### src/rtl/ring_pkg.sv
// Shared types and helpers for the ring-counter monitor.
//   ring_state_e : tracking FSM states (HUNT, LOCKED)
//   DefWidth     : default ring width
//   MaxWidth     : widest ring the rotl helper supports
//   rotl()       : rotate-left by one within a w-bit field
//   idx_w()      : bits needed to hold a binary index into a w-bit ring
package ring_pkg;

    typedef enum logic {
        HUNT,
        LOCKED
    } ring_state_e;

    localparam int unsigned DefWidth = 4;
    localparam int unsigned MaxWidth = 64;

    // Rotate the low w bits of v left by one. Bits above w are cleared.
    function automatic logic [MaxWidth-1:0] rotl(input logic [MaxWidth-1:0] v,
                                                 input int unsigned w);
        logic [MaxWidth-1:0] mask;
        mask = {MaxWidth{1'b1}} >> (MaxWidth - w);
        return ((v << 1) | (v >> (w - 1))) & mask;
    endfunction

    function automatic int unsigned idx_w(input int unsigned w);
        return (w < 2) ? 1 : $clog2(w);
    endfunction

endpackage

### src/rtl/ring_monitor_if.sv
// Observation bus between a ring-counter sampler and the ring monitor.
//   master : drives Sample_valid / Ring_in, observes the monitor results
//   slave  : the monitor side (consumes samples, produces index/lock/error)
interface ring_monitor_if #(
    parameter int unsigned WIDTH     = ring_pkg::DefWidth,
    parameter int unsigned ERR_CNT_W = 8
) ();

    localparam int unsigned IdxW = ring_pkg::idx_w(WIDTH);

    logic                 Sample_valid;
    logic [WIDTH-1:0]     Ring_in;
    logic [IdxW-1:0]      Index_out;
    logic                 Index_valid;
    logic                 Locked;
    logic                 Err_pulse;
    logic [ERR_CNT_W-1:0] Err_count;

    modport master (
        output Sample_valid, Ring_in,
        input  Index_out, Index_valid, Locked, Err_pulse, Err_count
    );

    modport slave (
        input  Sample_valid, Ring_in,
        output Index_out, Index_valid, Locked, Err_pulse, Err_count
    );

endinterface

### src/rtl/onehot_to_bin.sv
// Combinational one-hot decoder.
//   ring_i      : sampled ring bus
//   index_o     : binary position of the set bit (meaningful only when one-hot)
//   is_onehot_o : exactly one bit of ring_i is set
module onehot_to_bin
    import ring_pkg::*;
#(
    parameter int unsigned WIDTH = DefWidth,
    localparam int unsigned IdxW = idx_w(WIDTH)
) (
    input  logic [WIDTH-1:0] ring_i,
    output logic [IdxW-1:0]  index_o,
    output logic             is_onehot_o
);

    always_comb begin
        index_o = '0;
        for (int unsigned i = 0; i < WIDTH; i++) begin
            if (ring_i[i]) begin
                index_o = index_o | IdxW'(i);
            end
        end
    end

    // Clearing the lowest set bit leaves zero only for a single-bit value.
    assign is_onehot_o = (ring_i != '0) && ((ring_i & (ring_i - WIDTH'(1))) == '0);

endmodule

### src/rtl/ring_monitor.sv
// Receive-side checker/decoder for a one-hot ring counter bus.
// Decodes each valid sample to a binary index, hunts for LOCK_CNT consecutive
// left rotations to declare lock, and while locked flags any bad sample with a
// one-cycle error pulse and a saturating error count. All outputs registered.
//   Clock : rising-edge clock
//   Reset : synchronous, active-high reset
//   bus   : ring_monitor_if slave (Sample_valid, Ring_in in; Index_out,
//           Index_valid, Locked, Err_pulse, Err_count out)
// Build option: define RING_MON_STALL_EN to treat a repeated legal sample as a
// stall (no progress, no error) instead of a mismatch.
module ring_monitor
    import ring_pkg::*;
#(
    parameter int unsigned WIDTH     = DefWidth,
    parameter int unsigned LOCK_CNT  = 2,
    parameter int unsigned ERR_CNT_W = 8
) (
    input logic           Clock,
    input logic           Reset,
    ring_monitor_if.slave bus
);

    localparam int unsigned IdxW = idx_w(WIDTH);
    localparam int unsigned CntW = $clog2(LOCK_CNT + 1);

`ifdef RING_MON_STALL_EN
    localparam bit StallEn = 1'b1;
`else
    localparam bit StallEn = 1'b0;
`endif

    ring_state_e          state_q, state_d;
    logic [WIDTH-1:0]     prev_q, prev_d;
    logic                 prev_ok_q, prev_ok_d;
    logic [CntW-1:0]      match_q, match_d;
    logic [IdxW-1:0]      index_q, index_d;
    logic                 index_valid_q, index_valid_d;
    logic                 err_pulse_q, err_pulse_d;
    logic [ERR_CNT_W-1:0] err_cnt_q, err_cnt_d;

    logic [WIDTH-1:0] sample;
    logic [WIDTH-1:0] expected;
    logic [IdxW-1:0]  dec_index;
    logic             is_onehot;
    logic             is_step;
    logic             is_stall;

    assign sample = bus.Ring_in;

    onehot_to_bin #(
        .WIDTH(WIDTH)
    ) u_dec (
        .ring_i      (sample),
        .index_o     (dec_index),
        .is_onehot_o (is_onehot)
    );

    assign expected = WIDTH'(rotl(MaxWidth'(prev_q), WIDTH));

    // prev_q is only trustworthy when prev_ok_q; it is always set while locked.
    assign is_step  = is_onehot && prev_ok_q && (sample == expected);
    assign is_stall = StallEn && is_onehot && prev_ok_q && (sample == prev_q);

    always_comb begin
        state_d       = state_q;
        prev_d        = prev_q;
        prev_ok_d     = prev_ok_q;
        match_d       = match_q;
        index_d       = index_q;
        index_valid_d = 1'b0;
        err_pulse_d   = 1'b0;
        err_cnt_d     = err_cnt_q;

        if (bus.Sample_valid) begin
            if (is_onehot) begin
                index_d       = dec_index;
                index_valid_d = 1'b1;
            end

            unique case (state_q)
                HUNT: begin
                    if (!is_onehot) begin
                        prev_ok_d = 1'b0;
                        match_d   = '0;
                    end else if (is_stall) begin
                        match_d = match_q;
                    end else if (is_step) begin
                        prev_d  = sample;
                        match_d = match_q + CntW'(1);
                        if (match_d == CntW'(LOCK_CNT)) begin
                            state_d = LOCKED;
                        end
                    end else begin
                        prev_d    = sample;
                        prev_ok_d = 1'b1;
                        match_d   = '0;
                    end
                end
                LOCKED: begin
                    if (is_step) begin
                        prev_d = sample;
                    end else if (is_stall) begin
                        prev_d = prev_q;
                    end else begin
                        err_pulse_d = 1'b1;
                        if (err_cnt_q != '1) begin
                            err_cnt_d = err_cnt_q + ERR_CNT_W'(1);
                        end
                        state_d = HUNT;
                        match_d = '0;
                        // A legal but misplaced sample becomes the new hunt origin.
                        if (is_onehot) begin
                            prev_d    = sample;
                            prev_ok_d = 1'b1;
                        end else begin
                            prev_ok_d = 1'b0;
                        end
                    end
                end
            endcase
        end
    end

    always_ff @(posedge Clock) begin
        if (Reset) begin
            state_q       <= HUNT;
            prev_q        <= '0;
            prev_ok_q     <= 1'b0;
            match_q       <= '0;
            index_q       <= '0;
            index_valid_q <= 1'b0;
            err_pulse_q   <= 1'b0;
            err_cnt_q     <= '0;
        end else begin
            state_q       <= state_d;
            prev_q        <= prev_d;
            prev_ok_q     <= prev_ok_d;
            match_q       <= match_d;
            index_q       <= index_d;
            index_valid_q <= index_valid_d;
            err_pulse_q   <= err_pulse_d;
            err_cnt_q     <= err_cnt_d;
        end
    end

    assign bus.Index_out   = index_q;
    assign bus.Index_valid = index_valid_q;
    assign bus.Locked      = (state_q == LOCKED);
    assign bus.Err_pulse   = err_pulse_q;
    assign bus.Err_count   = err_cnt_q;

endmodule

### src/flat_wrapper.sv
// flat-port wrapper written by rule: the top's interface ports become plain ports
module ring_monitor_flat import ring_pkg::*;
#(
    parameter int unsigned WIDTH     = DefWidth,
    parameter int unsigned LOCK_CNT  = 2,
    parameter int unsigned ERR_CNT_W = 8
)
  (Clock, Reset, bus_Sample_valid, bus_Ring_in, bus_Index_out, bus_Index_valid, bus_Locked, bus_Err_pulse, bus_Err_count);
  ring_monitor_if #(.WIDTH(WIDTH), .ERR_CNT_W(ERR_CNT_W)) bus_i ();
  input logic Clock;
  input logic Reset;
  input wire logic [$bits(bus_i.Sample_valid)-1:0] bus_Sample_valid;
  input wire logic [$bits(bus_i.Ring_in)-1:0] bus_Ring_in;
  output wire logic [$bits(bus_i.Index_out)-1:0] bus_Index_out;
  output wire logic [$bits(bus_i.Index_valid)-1:0] bus_Index_valid;
  output wire logic [$bits(bus_i.Locked)-1:0] bus_Locked;
  output wire logic [$bits(bus_i.Err_pulse)-1:0] bus_Err_pulse;
  output wire logic [$bits(bus_i.Err_count)-1:0] bus_Err_count;
  assign bus_i.Sample_valid = bus_Sample_valid;
  assign bus_i.Ring_in = bus_Ring_in;
  assign bus_Index_out = bus_i.Index_out;
  assign bus_Index_valid = bus_i.Index_valid;
  assign bus_Locked = bus_i.Locked;
  assign bus_Err_pulse = bus_i.Err_pulse;
  assign bus_Err_count = bus_i.Err_count;
  ring_monitor #(.WIDTH(WIDTH), .LOCK_CNT(LOCK_CNT), .ERR_CNT_W(ERR_CNT_W)) u_core (.Clock(Clock), .Reset(Reset), .bus(bus_i));
endmodule
### config.mk
export PLATFORM = sky130hd
export DESIGN_NAME = ring_monitor_flat
export DESIGN_NICKNAME = d
export VERILOG_FILES = /design/src/rtl/ring_pkg.sv /design/src/rtl/ring_monitor_if.sv /design/src/rtl/onehot_to_bin.sv /design/src/rtl/ring_monitor.sv /design/src/flat_wrapper.sv
export SDC_FILE = /design/constraint.sdc
export NUM_CORES = 1
export LEC_CHECK = 0
export ABC_AREA = 1
export CORE_UTILIZATION = 50
export CTS_CLUSTER_DIAMETER = 80
export DETAILED_ROUTE_END_ITERATION = 10
export PLACE_DENSITY_LB_ADDON = 0.08
export SYNTH_ARGS = -nofsm -noshare
export SYNTH_HDL_FRONTEND = slang
export SYNTH_HIERARCHICAL = 1
export SYNTH_SLANG_ARGS = --single-unit
export TNS_END_PERCENT = 1
### constraint.sdc
create_clock -name Clock -period 1.56 [get_ports Clock]
set_input_delay 0.234 -clock Clock [delete_from_list [all_inputs] [get_ports Clock]]
set_output_delay 0.234 -clock Clock [all_outputs]
set_load 0.005 [all_outputs]
### Word level (Yosys, flattened, before mapping)

Cells that the tools add are included.

| word-level totals | value |
|---|---|
| register bits after elaboration | 20 |
| bits of input ports | 7 |
| output and inout port bits | 13 |
| word-level logic and storage cells | 53 |

| operators by class | value |
|---|---|
| add/subtract/negate cells | 3 |
| equal/unequal tests | 5 |
| multiplexer cells | 21 |
| bitwise gates (word level) | 5 |
| reductions and logical operators | 11 |

Operators with widths:

| kind | count |
|---|---|
| $mux 1 | 10 |
| $mux 2 | 5 |
| $add 8x1->8 const B | 1 |
| $mux 4 | 2 |
| $ne 8x8->1 const B | 1 |
| $pmux 4 s2 | 1 |
| $and 4x4->4 | 1 |
| $eq 4x4->1 | 1 |
| $logic_not 4->1 | 1 |
| $or 4x1->4 | 1 |
| $pmux 1 s2 | 2 |
| $pmux 2 s2 | 1 |
| $reduce_and 2->1 | 2 |
| $reduce_and 4->1 | 1 |
| $reduce_bool 4->1 | 1 |
| $sub 4x1->4 const B | 1 |
| $logic_and 1x1->1 | 3 |
| $ne 3x3->1 const B | 1 |
| $not 1->1 | 3 |
| $reduce_and 3->1 | 1 |
| $reduce_or 3->1 | 1 |
| $add 2x1->2 const B | 1 |
| $eq 2x2->1 const B | 1 |
| $ne 2x2->1 const B | 1 |
| $reduce_or 2->1 | 1 |

### Depth between registers and ports, before layout

Gate-level depths: netlist (run 1).

| depth | value |
|---|---|
| word-level depth | 9 |
| gate-level depth with buffers | 12 |
| gate-level depth less buffers | 12 |

### Hierarchy

Netlist (run 1), hierarchy kept.

By module, submodules not included:

| module | instances | cells an instance | area an instance (um2) | seq. area each (um2) |
|---|---|---|---|---|
| ring_monitor | 1 | 139 | 998.5 | 400.4 |
| onehot_to_bin | 1 | 14 | 57.6 | 0.0 |

### Worst setup path before layout (run 1)

No wires, ideal clock.

| timing | value |
|---|---|
| path type | in2reg |
| start | input bus_Ring_in[1] |
| end | register u_core.err_cnt_q[0] (netlist: u_core/bus.Err_count[0]) |
| setup time | 113 ps |
| data arrival time | 1249 ps |
| data required time | 1447 ps |
| setup slack | 198 ps |
| stages | 11 |
| path buffers | 1 |
| cell sequence | nor2_1 nand2_1 a21oi_1 nand2_1 clkinv_1 nand2_1 nor2_2 nand2_2 buf_6 a21oi_2 nor2_1 |

| on the way | value |
|---|---|
| word-level cells in the longest chain between the ends | 8 |
| elaborated cells on any way between the ends | 10 |
| classes of those cells | 1 x add/sub; 1 x eq/ne; 2 x bitwise; 6 x reduce/logical |

Ends and longest elaborated chain:

| what | RTL line | RTL |
|---|---|---|
| start, declared | flat_wrapper.sv:13 | `input wire logic [$bits(bus_i.Ring_in)-1:0] bus_Ring_in;` |
| $sub 4x1->4 | onehot_to_bin.sv:26 | `assign is_onehot_o = (ring_i != '0) && ((ring_i & (ring_i - WIDTH'(1))) == '0);` |
| $and 4x4->4 | onehot_to_bin.sv:26 |  |
| $logic_not 4->1 | onehot_to_bin.sv:26 |  |
| $logic_and 1x1->1 * | onehot_to_bin.sv:26 |  |
| named net u_core.is_onehot | ring_monitor.sv:44 | `logic is_onehot;` |
| $logic_and 1x1->1 * (2 in a row) | ring_monitor.sv:61 | `assign is_step = is_onehot && prev_ok_q && (sample == expected);` |
| $not 1->1 (no source line) * | -- |  |
| $reduce_and 4->1 (no source line) * | -- |  |
| end signal, assigned | ring_monitor.sv:142 | `err_cnt_q <= err_cnt_d;` |
| end, declared | ring_monitor.sv:39 | `logic [ERR_CNT_W-1:0] err_cnt_q, err_cnt_d;` |

The timed path passes the listed nets; every way through them passes the cells marked *.
A chain may end at the register's enable or synchronous reset.

### Worst setup path in the final report (run 1)

| timing | value |
|---|---|
| start | register u_core.err_cnt_q[0] (netlist: u_core/bus.Err_count[0]) |
| end | output bus_Err_count[0] |

RTL lines:

| what | RTL line | RTL |
|---|---|---|
| end, declared | flat_wrapper.sv:18 | `output wire logic [$bits(bus_i.Err_count)-1:0] bus_Err_count;` |

No word-level cell between the ends.

==> results.ini, run 1 <==
[pwr]
vdd_drop_max_mv=0.4539
power_per_cell_area_mw_per_mm2=667.7
power.leakage_nw=0.6280
p_total_mw=0.9391

[clocking]
clockBufferDepth=2
cts.sinks=20
cts_buffers=3
postCtsSetupBuffers=0
cts_tree=yes
clkSlewWorstSetupHoldPaths_ps=110
ctsHoldBuffers=0
clock_latency_ps=300
cts_htree_levels=1
cts_root_buffer=clkbuf_4

[yosys]
synth_ff_type=dfxtp_1
synthesis.area_mm2=0.001056
postSynthAreaPerCell_um2=6.902
synth.largest_area_cell=dfxtp_1
synthTopCellsByArea=dfxtp_1 38%, nand2_1 13%, inv_1 6.8%
syn_inst=153
synth_fp_nets=162
ys_top_cells_by_count=36 x nand2_1, 20 x dfxtp_1, 19 x inv_1
synth-edff-count=0
ys_async_sr_fraction=0
synth.most_common_cell=nand2_1
ys_ff_latch=20
synth.distinct_cells=22
ys_seq_area_frac=0.3791
synth_warnings=6
synth_top_area_share=0.3791

[sta]
setup_ws_ps=61.17
clock.fmax_mhz=667.2
hold_ws_ps=470.5
worstMarginPinSlew_ps=284.9
timing.final.max_slew_violations=0
hold_viol_final=0
tns_ps=0
timing.final.crit_share=0.9608
finalCriticalPeriod_ps=1499
relSlewSlack=0.8096
fin_skew_ps=3.411
setup_viol=0

[grt]
grt_max_degree=13
track_usage=0.2231
grt_pass1_vias=849
grt_pass1_wl_mm=3.574
grt-ovfl-total=0
antenna_found_initial=0

[final_layout]
nFillCells=174
multi_input_area_um2=570.5
n_antenna_cell=0
areaGrowthSynthToFinish_pct=33.18
final_util=0.7096
layout-drive-gt1-share=0.1872
nets=197
layout.area.seq_um2=404.1

[critical_path]
start_kind=flop
critPathCaptureType=primary output
crit_required_ps=1330
critPathMaxFanout=4
worstSetupPathType=reg -> out
worstPathArrival_ps=1260

[floorplan]
die_width_um=47.96
core_mm2=0.001982
pin_count=20
fp.dieArea_mm2=0.002300
start_util=0.5328
die_h_um=47.96
fp-row-count=16

[flow_run]
drv_cap=0

[routing]
post-route-drc-count=0
route.vias.total=1024
routed_wl_mm=2.184
vias_per_cell=4.785
drtIter0Drc=23
wire_per_inst_um=10.21
ant_nets=0
dr.pass1.iters=4

[place]
place_congestion=0.7815
post-place-ws_ps=-517.0
port_buffers=19
place_hpwl_mm=1.703

[min_path]
hold_class=reg -> reg

[run_status]
status=finished clean

final timing paths:
check	to	depth (start not counted)	slack (ps)	from
worst max register to register	u_core/bus.Err_count[3]	9	110	u_core/bus.Err_count[1]
worst min-delay path	u_core/match_q[1]	2	470	u_core/match_q[1]
worst min register to register	u_core/match_q[1]	2	470	u_core/match_q[1]
worst max-delay path	bus_Err_count[0]	2	60	u_core/bus.Err_count[0]
stage by stage:
stage / area (µm²) / instances
6_report: 1406 / 214
5_1_grt: 1406 / 214
4_1_cts: 1403 / 214
3_5_place_dp: 1363 / 210
3_3_place_gp: 1363 / 210
2_1_floorplan: 1056 / 153
what timing repair did:
item                       in CTS  in global routing
gates resized for setup         6                  3
setup endpoints to repair      12                  3
pin swaps                       2                  0
layer usage:
layer  GRT usage  part of all wire  up-vias
li1            -                 -      548
met1      0.2921              0.48      454
met2      0.3676              0.48       20
met3     0.03396             0.033        2
met4     0.08333            0.0064        0
met5           0                 0        -
critical path: stages (launching register included):
cell	delay, ps
dfxtp_2	340
buf_4	120
clkdlybuf4s50_1	500
logic make-up after synthesis:
kind of cell | share of synthesized area
buffers and inverters | 0.08885
adders and majority gates | 0.02369
xor gates and xnor gates | 0.03317
AOI/OAI and AO/OA | 0.1197
DFF | 0.3791
and+or+nand+nor | 0.3554
power by group:
part	total [mW]	switching, mW	internal [mW]
clock	0.301	0.158	0.142
combinational	0.112	0.0585	0.0531
sequential	0.527	0.00594	0.521
total	0.939	0.223	0.716
area by class of cell:
cell class / instances / share of cell area
Inverter: 21 / 0.05605
Timing Repair Buffer: 32 / 0.2011
Sequential cell: 20 / 0.2874
Clock buffer: 4 / 0.02580
Multi-Input combinational cell: 110 / 0.4057
Tap cell: 27 / 0.02402
cells in the final DEF, fill, tap and decap left out, drive strengths merged:
cell / count
a211oi: 1
nand4: 1
buf: 13
clkdlybuf4s50: 15
a21oi: 15
nand3b: 2
inv: 20
clkbuf: 4
ha: 2
nor2: 24
o21ai: 7
xor2: 4
nand3: 12
dfxtp: 20
clkinv: 1
nand2: 41
nor3b: 1
dlygate4sd2: 4
No activity file was read; power rests on OpenSTA's default activity.
==> run 2, diff against run 1 <==
==> constraint.sdc (replaced) <==
create_clock -name Clock -period 1.71 [get_ports Clock]
set_input_delay 0.2565 -clock Clock [delete_from_list [all_inputs] [get_ports Clock]]
set_output_delay 0.2565 -clock Clock [all_outputs]
set_load 0.005 [all_outputs]
==> results.ini, run 2 (synthesized netlist as in run 1, its figures left out) <==
[sta]
relSlewSlack=0.8122  ; +0.002545
rsz0062_at_grt=no
worstMarginPinSlew_ps=281.1  ; -3.807 ps
clock.fmax_mhz=648.1
fin_skew_ps=6.605  ; +3.195 ps
timing.final.crit_share=0.9023
finalCriticalPeriod_ps=1543
timing.final.max_slew_violations=0  ; unchanged
hold_viol_final=0  ; unchanged
setup_ws_ps=167.1  ; +105.9 ps
setup_viol=0  ; unchanged
tns_ps=0  ; unchanged

[critical_path]
worstSetupPathType=reg -> out
worstPathArrival_ps=1290  ; +30 ps
critPathCaptureType=primary output
start_kind=flop
crit_required_ps=1450  ; +120 ps
path_delay_family=buffers and inverters
critical-path-max-stage-delay_ps=540  ; +40 ps
crit_buf_inv=1  ; -1
critPathMaxFanout=5  ; +1
critPathSlowestCell=clkdlybuf4s50_1
cp_cell_sequence=clkdlybuf4s50_1

[routing]
vias_per_cell=4.898  ; +2.4%
route.vias.total=1053  ; +2.8%
wire_per_inst_um=10.56  ; +3.5%
drtIter0Drc=20  ; -13%
dr.pass1.iters=4  ; unchanged
ant_nets=0  ; unchanged
post-route-drc-count=0  ; unchanged
routed_wl_mm=2.271  ; +4.0%

[floorplan]
pin_count=20  ; unchanged
core_mm2=0.001982  ; unchanged
fp-row-count=16  ; unchanged
fp.dieArea_mm2=0.002300  ; unchanged
die_width_um=47.96  ; unchanged
start_util=0.5328  ; unchanged
die_h_um=47.96  ; unchanged

[place]
port_buffers=19  ; unchanged
post-place-ws_ps=-356.8  ; +160.2 ps
place_hpwl_mm=1.632  ; -4.2%
place_congestion=0.7854  ; +0.50%

[clocking]
ctsHoldBuffers=0  ; unchanged
clockBufferDepth=2  ; unchanged
cts_buffers=3  ; unchanged
cts_tree=yes
clock_latency_ps=300  ; about the same
cts_root_buffer=clkbuf_4
cts.sinks=20  ; unchanged
clkSlewWorstSetupHoldPaths_ps=120  ; about the same
cts_htree_levels=1  ; unchanged

[final_layout]
n_antenna_cell=0  ; unchanged
layout-drive-gt1-share=0.1809  ; -0.006315
nets=198  ; +0.51%
layout_common_cells=36 x nand2_1, 20 x dfxtp_1, 19 x inv_1
multi_input_area_um2=579.3  ; +1.5%
areaGrowthSynthToFinish_pct=37.32
nFillCells=154  ; -11%
layout_commonest_cell=nand2_1
layout.area.seq_um2=400.4  ; -0.93%

[pwr]
power_per_cell_area_mw_per_mm2=670.2  ; +0.37%
vdd_drop_max_mv=0.5839  ; +29%
p_total_mw=0.9719  ; +3.5%
power.leakage_nw=0.6671  ; +6.2%

[grt]
grt_pass1_wl_mm=3.615  ; +1.1%
antenna_found_initial=0  ; unchanged
grt_max_degree=13  ; unchanged
track_usage=0.2259  ; +0.002829
grt-ovfl-total=0  ; unchanged
grt_pass1_vias=852  ; +0.35%

[min_path]
hold_class=in -> reg

[run_status]
status=finished clean

[flow_run]
drv_cap=0  ; unchanged

## run 2: cell count changes in the layout (fill, tap and decap cells not counted)
| cell | previous run | this run |
|---|---|---|
| buf_4 | 13 | 14 |
| a21oi_1 | 13 | 12 |
| dlygate4sd2_1 | 4 | 0 |
| clkbuf_8 | 1 | 0 |
| dfxtp_2 | 3 | 0 |
| bufinv_16 | 0 | 1 |
| nor2_4 | 2 | 3 |
| dlymetal6s2s_1 | 0 | 4 |
| dfxtp_1 | 17 | 20 |
| nor2_2 | 4 | 3 |
| a21oi_2 | 2 | 3 |
## run 2: path summary, 6_finish.rpt
| check | cells past startpoint | to | startpoint | slack [ps] |
|---|---|---|---|---|
| max | 1 | bus_Err_count[0] | u_core/bus.Err_count[0] | 170 |
| min | 4 | flop | bus_Ring_in[2] | 410 |
| max reg2reg | 9 | u_core/bus.Err_count[6] | u_core/bus.Err_count[0] | 200 |
| min reg2reg | 2 | u_core/prev_ok_q | u_core/prev_ok_q | 480 |
## run 2: stage by stage
stage                     instances  area (µm²)  utilization  hold WS [ps]
after floorplan                 153        1056            -         329.5
after global placement          209        1355       0.6837         450.4
after detailed placement        209        1355       0.6837         465.9
after CTS                       213        1421       0.7172         484.8
after global routing            215        1450       0.7317         445.8
final                           215        1450       0.7317         406.9
## run 2: where the power goes
part,internal [mW],switching [mW]
clock,0.237,0.150
combinational,0.0504,0.0536
sequential,0.475,0.00516
total,0.763,0.209
## run 2: area by class of cell
type                    instances  share of cell area
clock inverters                 1             0.02071
well taps                      27             0.02330
multi-input cells             110              0.3995
inverters                      21             0.05436
clock buffers                   3             0.01553
flip-flops and latches         20              0.2761
repair buffers                 33              0.2105
## run 2: repair_timing
action	CTS	global route
resized for setup	3	5
pin swaps	0	1
endpoints found under the setup margin	7	10
setup buffers	0	2
## run 2: per-layer routing
layer | vias to the layer above | part of all wire | global-route usage
met2 | 20 | 0.49 | 0.3459
met4 | 0 | 0.0053 | 0.1111
met3 | 2 | 0.033 | 0.04151
met1 | 477 | 0.47 | 0.3032
li1 | 554 | - | -
met5 | - | 0 | 0
==> run 3, diff against run 2 <==
--- a/config.mk
+++ b/config.mk
@@ -6,10 +6,11 @@
 export NUM_CORES = 1
 export LEC_CHECK = 0
 export ABC_AREA = 1
-export CORE_UTILIZATION = 50
+export CORE_UTILIZATION = 54
 export CTS_CLUSTER_DIAMETER = 80
 export DETAILED_ROUTE_END_ITERATION = 10
-export PLACE_DENSITY_LB_ADDON = 0.08
+export GPL_TIMING_DRIVEN = 1
+export PLACE_DENSITY = 0.81
 export SYNTH_ARGS = -nofsm -noshare
 export SYNTH_HDL_FRONTEND = slang
 export SYNTH_HIERARCHICAL = 1
==> constraint.sdc (replaced) <==
create_clock -name Clock -period 1.8 [get_ports Clock]
set_input_delay 0.27 -clock Clock [delete_from_list [all_inputs] [get_ports Clock]]
set_output_delay 0.27 -clock Clock [all_outputs]
set_load 0.005 [all_outputs]
==> results.ini, run 3 (synthesized netlist as in run 1, its figures left out) <==
[sta]
timing.final.max_slew_violations=0  ; unchanged
fin_skew_ps=1.794  ; -4.812 ps
setup_viol=0  ; unchanged
relSlewSlack=0.8042  ; -0.007976
hold_viol_final=0  ; unchanged
rsz0062_at_grt=no
finalCriticalPeriod_ps=1539
setup_ws_ps=260.5  ; +93.43 ps
timing.final.crit_share=0.8553
hold_ws_ps=411.6  ; +4.737 ps
worstMarginPinSlew_ps=293.0  ; +11.93 ps
clock.fmax_mhz=649.6

[critical_path]
cp_cell_sequence=ha_1 > nand2_1 > inv_1 > nand2_2 > nor2_4 > nor2_4 > nand2_4 > nand2_1 > a21oi_1
critPathSlowestCell=dfxtp_1
critical-path-max-stage-delay_ps=380  ; -160 ps
worstSetupPathType=reg -> reg
critPathCaptureType=flop
worst-r2r-cell-count=9  ; unchanged
path_delay_family=simple AND/OR/NAND/NOR gates
critPathMaxFanout=10  ; +5
worstPathArrival_ps=1740  ; +450 ps
critical_path_depth=9  ; +8
crit_buf_inv=1  ; unchanged
crit_required_ps=2000  ; +550 ps
start_kind=flop

[floorplan]
pin_count=20  ; unchanged
die_width_um=46.22  ; -3.6%
core_mm2=0.001783  ; -10%
start_util=0.5923  ; +0.05945
fp-row-count=15  ; -1
die_h_um=46.22  ; -3.6%
fp.dieArea_mm2=0.002136  ; -7.1%

[place]
place_congestion=0.7792  ; -0.79%
post-place-ws_ps=-284.6  ; +72.24 ps
placedCellCount=205  ; -1.9%
place_area_mm2=0.001338  ; -1.3%
port_buffers=19  ; unchanged
place_hpwl_mm=1.663  ; +1.9%

[min_path]
hold_depth=3  ; -1
hold_class=in -> reg

[routing]
wire_per_inst_um=10.92  ; +3.4%
routed_wl_mm=2.283  ; +0.53%
ant_nets=0  ; unchanged
post-route-drc-count=0  ; unchanged
drtIter0Drc=16  ; -20%
vias_per_cell=4.952  ; +1.1%
dr.pass1.iters=4  ; unchanged
route.vias.total=1035  ; -1.7%

[final_layout]
finalInstanceArea_mm2=0.001398  ; -3.6%
areaGrowthSynthToFinish_pct=32.35
final_util=0.7839  ; +0.05217
n_antenna_cell=0  ; unchanged
nets=194  ; -2.0%
layout_common_cells=36 x nand2_1, 20 x dfxtp_1, 19 x inv_1
final_cells=209  ; -2.8%
layout_commonest_cell=nand2_1
layout-drive-gt1-share=0.1576  ; -0.02324

[clocking]
ctsHoldBuffers=0  ; unchanged
cts_htree_levels=1  ; unchanged
cts_tree=yes
cts_buffers=3  ; unchanged
clockBufferDepth=2  ; unchanged
clkSlewWorstSetupHoldPaths_ps=120  ; about the same
cts_root_buffer=clkbuf_4
cts.sinks=20  ; unchanged
postCtsSetupBuffers=0  ; unchanged
clock_latency_ps=300  ; about the same

[grt]
grt_pass1_wl_mm=3.843  ; +6.3%
grt-ovfl-total=0  ; unchanged
track_usage=0.2474  ; +0.02147
grt_pass1_vias=924  ; +8.5%
grt_max_degree=13  ; unchanged
antenna_found_initial=0  ; unchanged

[pwr]
vdd_drop_max_mv=0.5329  ; -8.7%
power_per_cell_area_mw_per_mm2=585.9  ; -13%
power.leakage_nw=0.6438  ; -3.5%

[flow_run]
drv_cap=0  ; unchanged

[run_status]
status=finished clean

## run 3: cell types whose count changed in the layout (fill, tap and decap cells not counted), sizes merged
| cell | previous run | this run |
|---|---|---|
| clkbuf | 3 | 4 |
| buf | 14 | 10 |
| bufinv | 1 | 0 |
## run 3: layer usage
metal | GRT usage | wire (µm) | vias to the layer above
li1 | - | - | 542
met1 | 0.3009 | 1027 | 474
met2 | 0.4451 | 1188 | 17
met3 | 0.02353 | 54 | 2
met4 | 0.08824 | 12 | 0
met5 | 0 | 0 | -
## run 3: worst paths after layout
kind	startpoint	to	slack, ps
max	u_core/bus.Err_count[0]	u_core/bus.Err_count[7]	260
max reg2reg	u_core/bus.Err_count[0]	u_core/bus.Err_count[7]	260
min reg2reg	u_core/match_q[1]	u_core/match_q[1]	470
min	bus_Ring_in[1]	flop	410
## run 3: what timing repair did
item	4_1_cts	5_1_grt
resized for setup	0	7
endpoints found under the setup margin	0	13
hold endpoints to repair	0	0
## run 3: per-stage QoR
stage,power [mW],setup TNS [ps]
6_report,0.8188,0
5_1_grt,0.8562,0
3_3_place_gp,0.5584,-1995
4_1_cts,0.8219,0
3_5_place_dp,0.5614,-3128
2_1_floorplan,0.5084,0
## run 3: layout make-up
cell class / instances / area, µm²
inverter: 21 / 78.83
clock buffer: 4 / 36.28
multi-input combinational: 110 / 575.6
fill: 128 / 385.4
timing repair buffer: 29 / 275.3
sequential: 20 / 400.4
tap: 25 / 31.28
## run 3: tightest hold or removal path: cells and delay by family
family | cells | cell delay [ps]
AOI/OAI and AO/OA | 2 | 240
buffers and inverters | 1 | 170
## run 3: power breakdown
| group | leakage (nW) | switching, mW | internal [mW] | total (mW) |
|---|---|---|---|---|
| Clock | 0.0210 | 0.141 | 0.123 | 0.264 |
| Combinational | 0.461 | 0.0516 | 0.0460 | 0.0977 |
| Sequential | 0.162 | 0.00501 | 0.452 | 0.457 |
| Total | 0.644 | 0.198 | 0.621 | 0.819 |
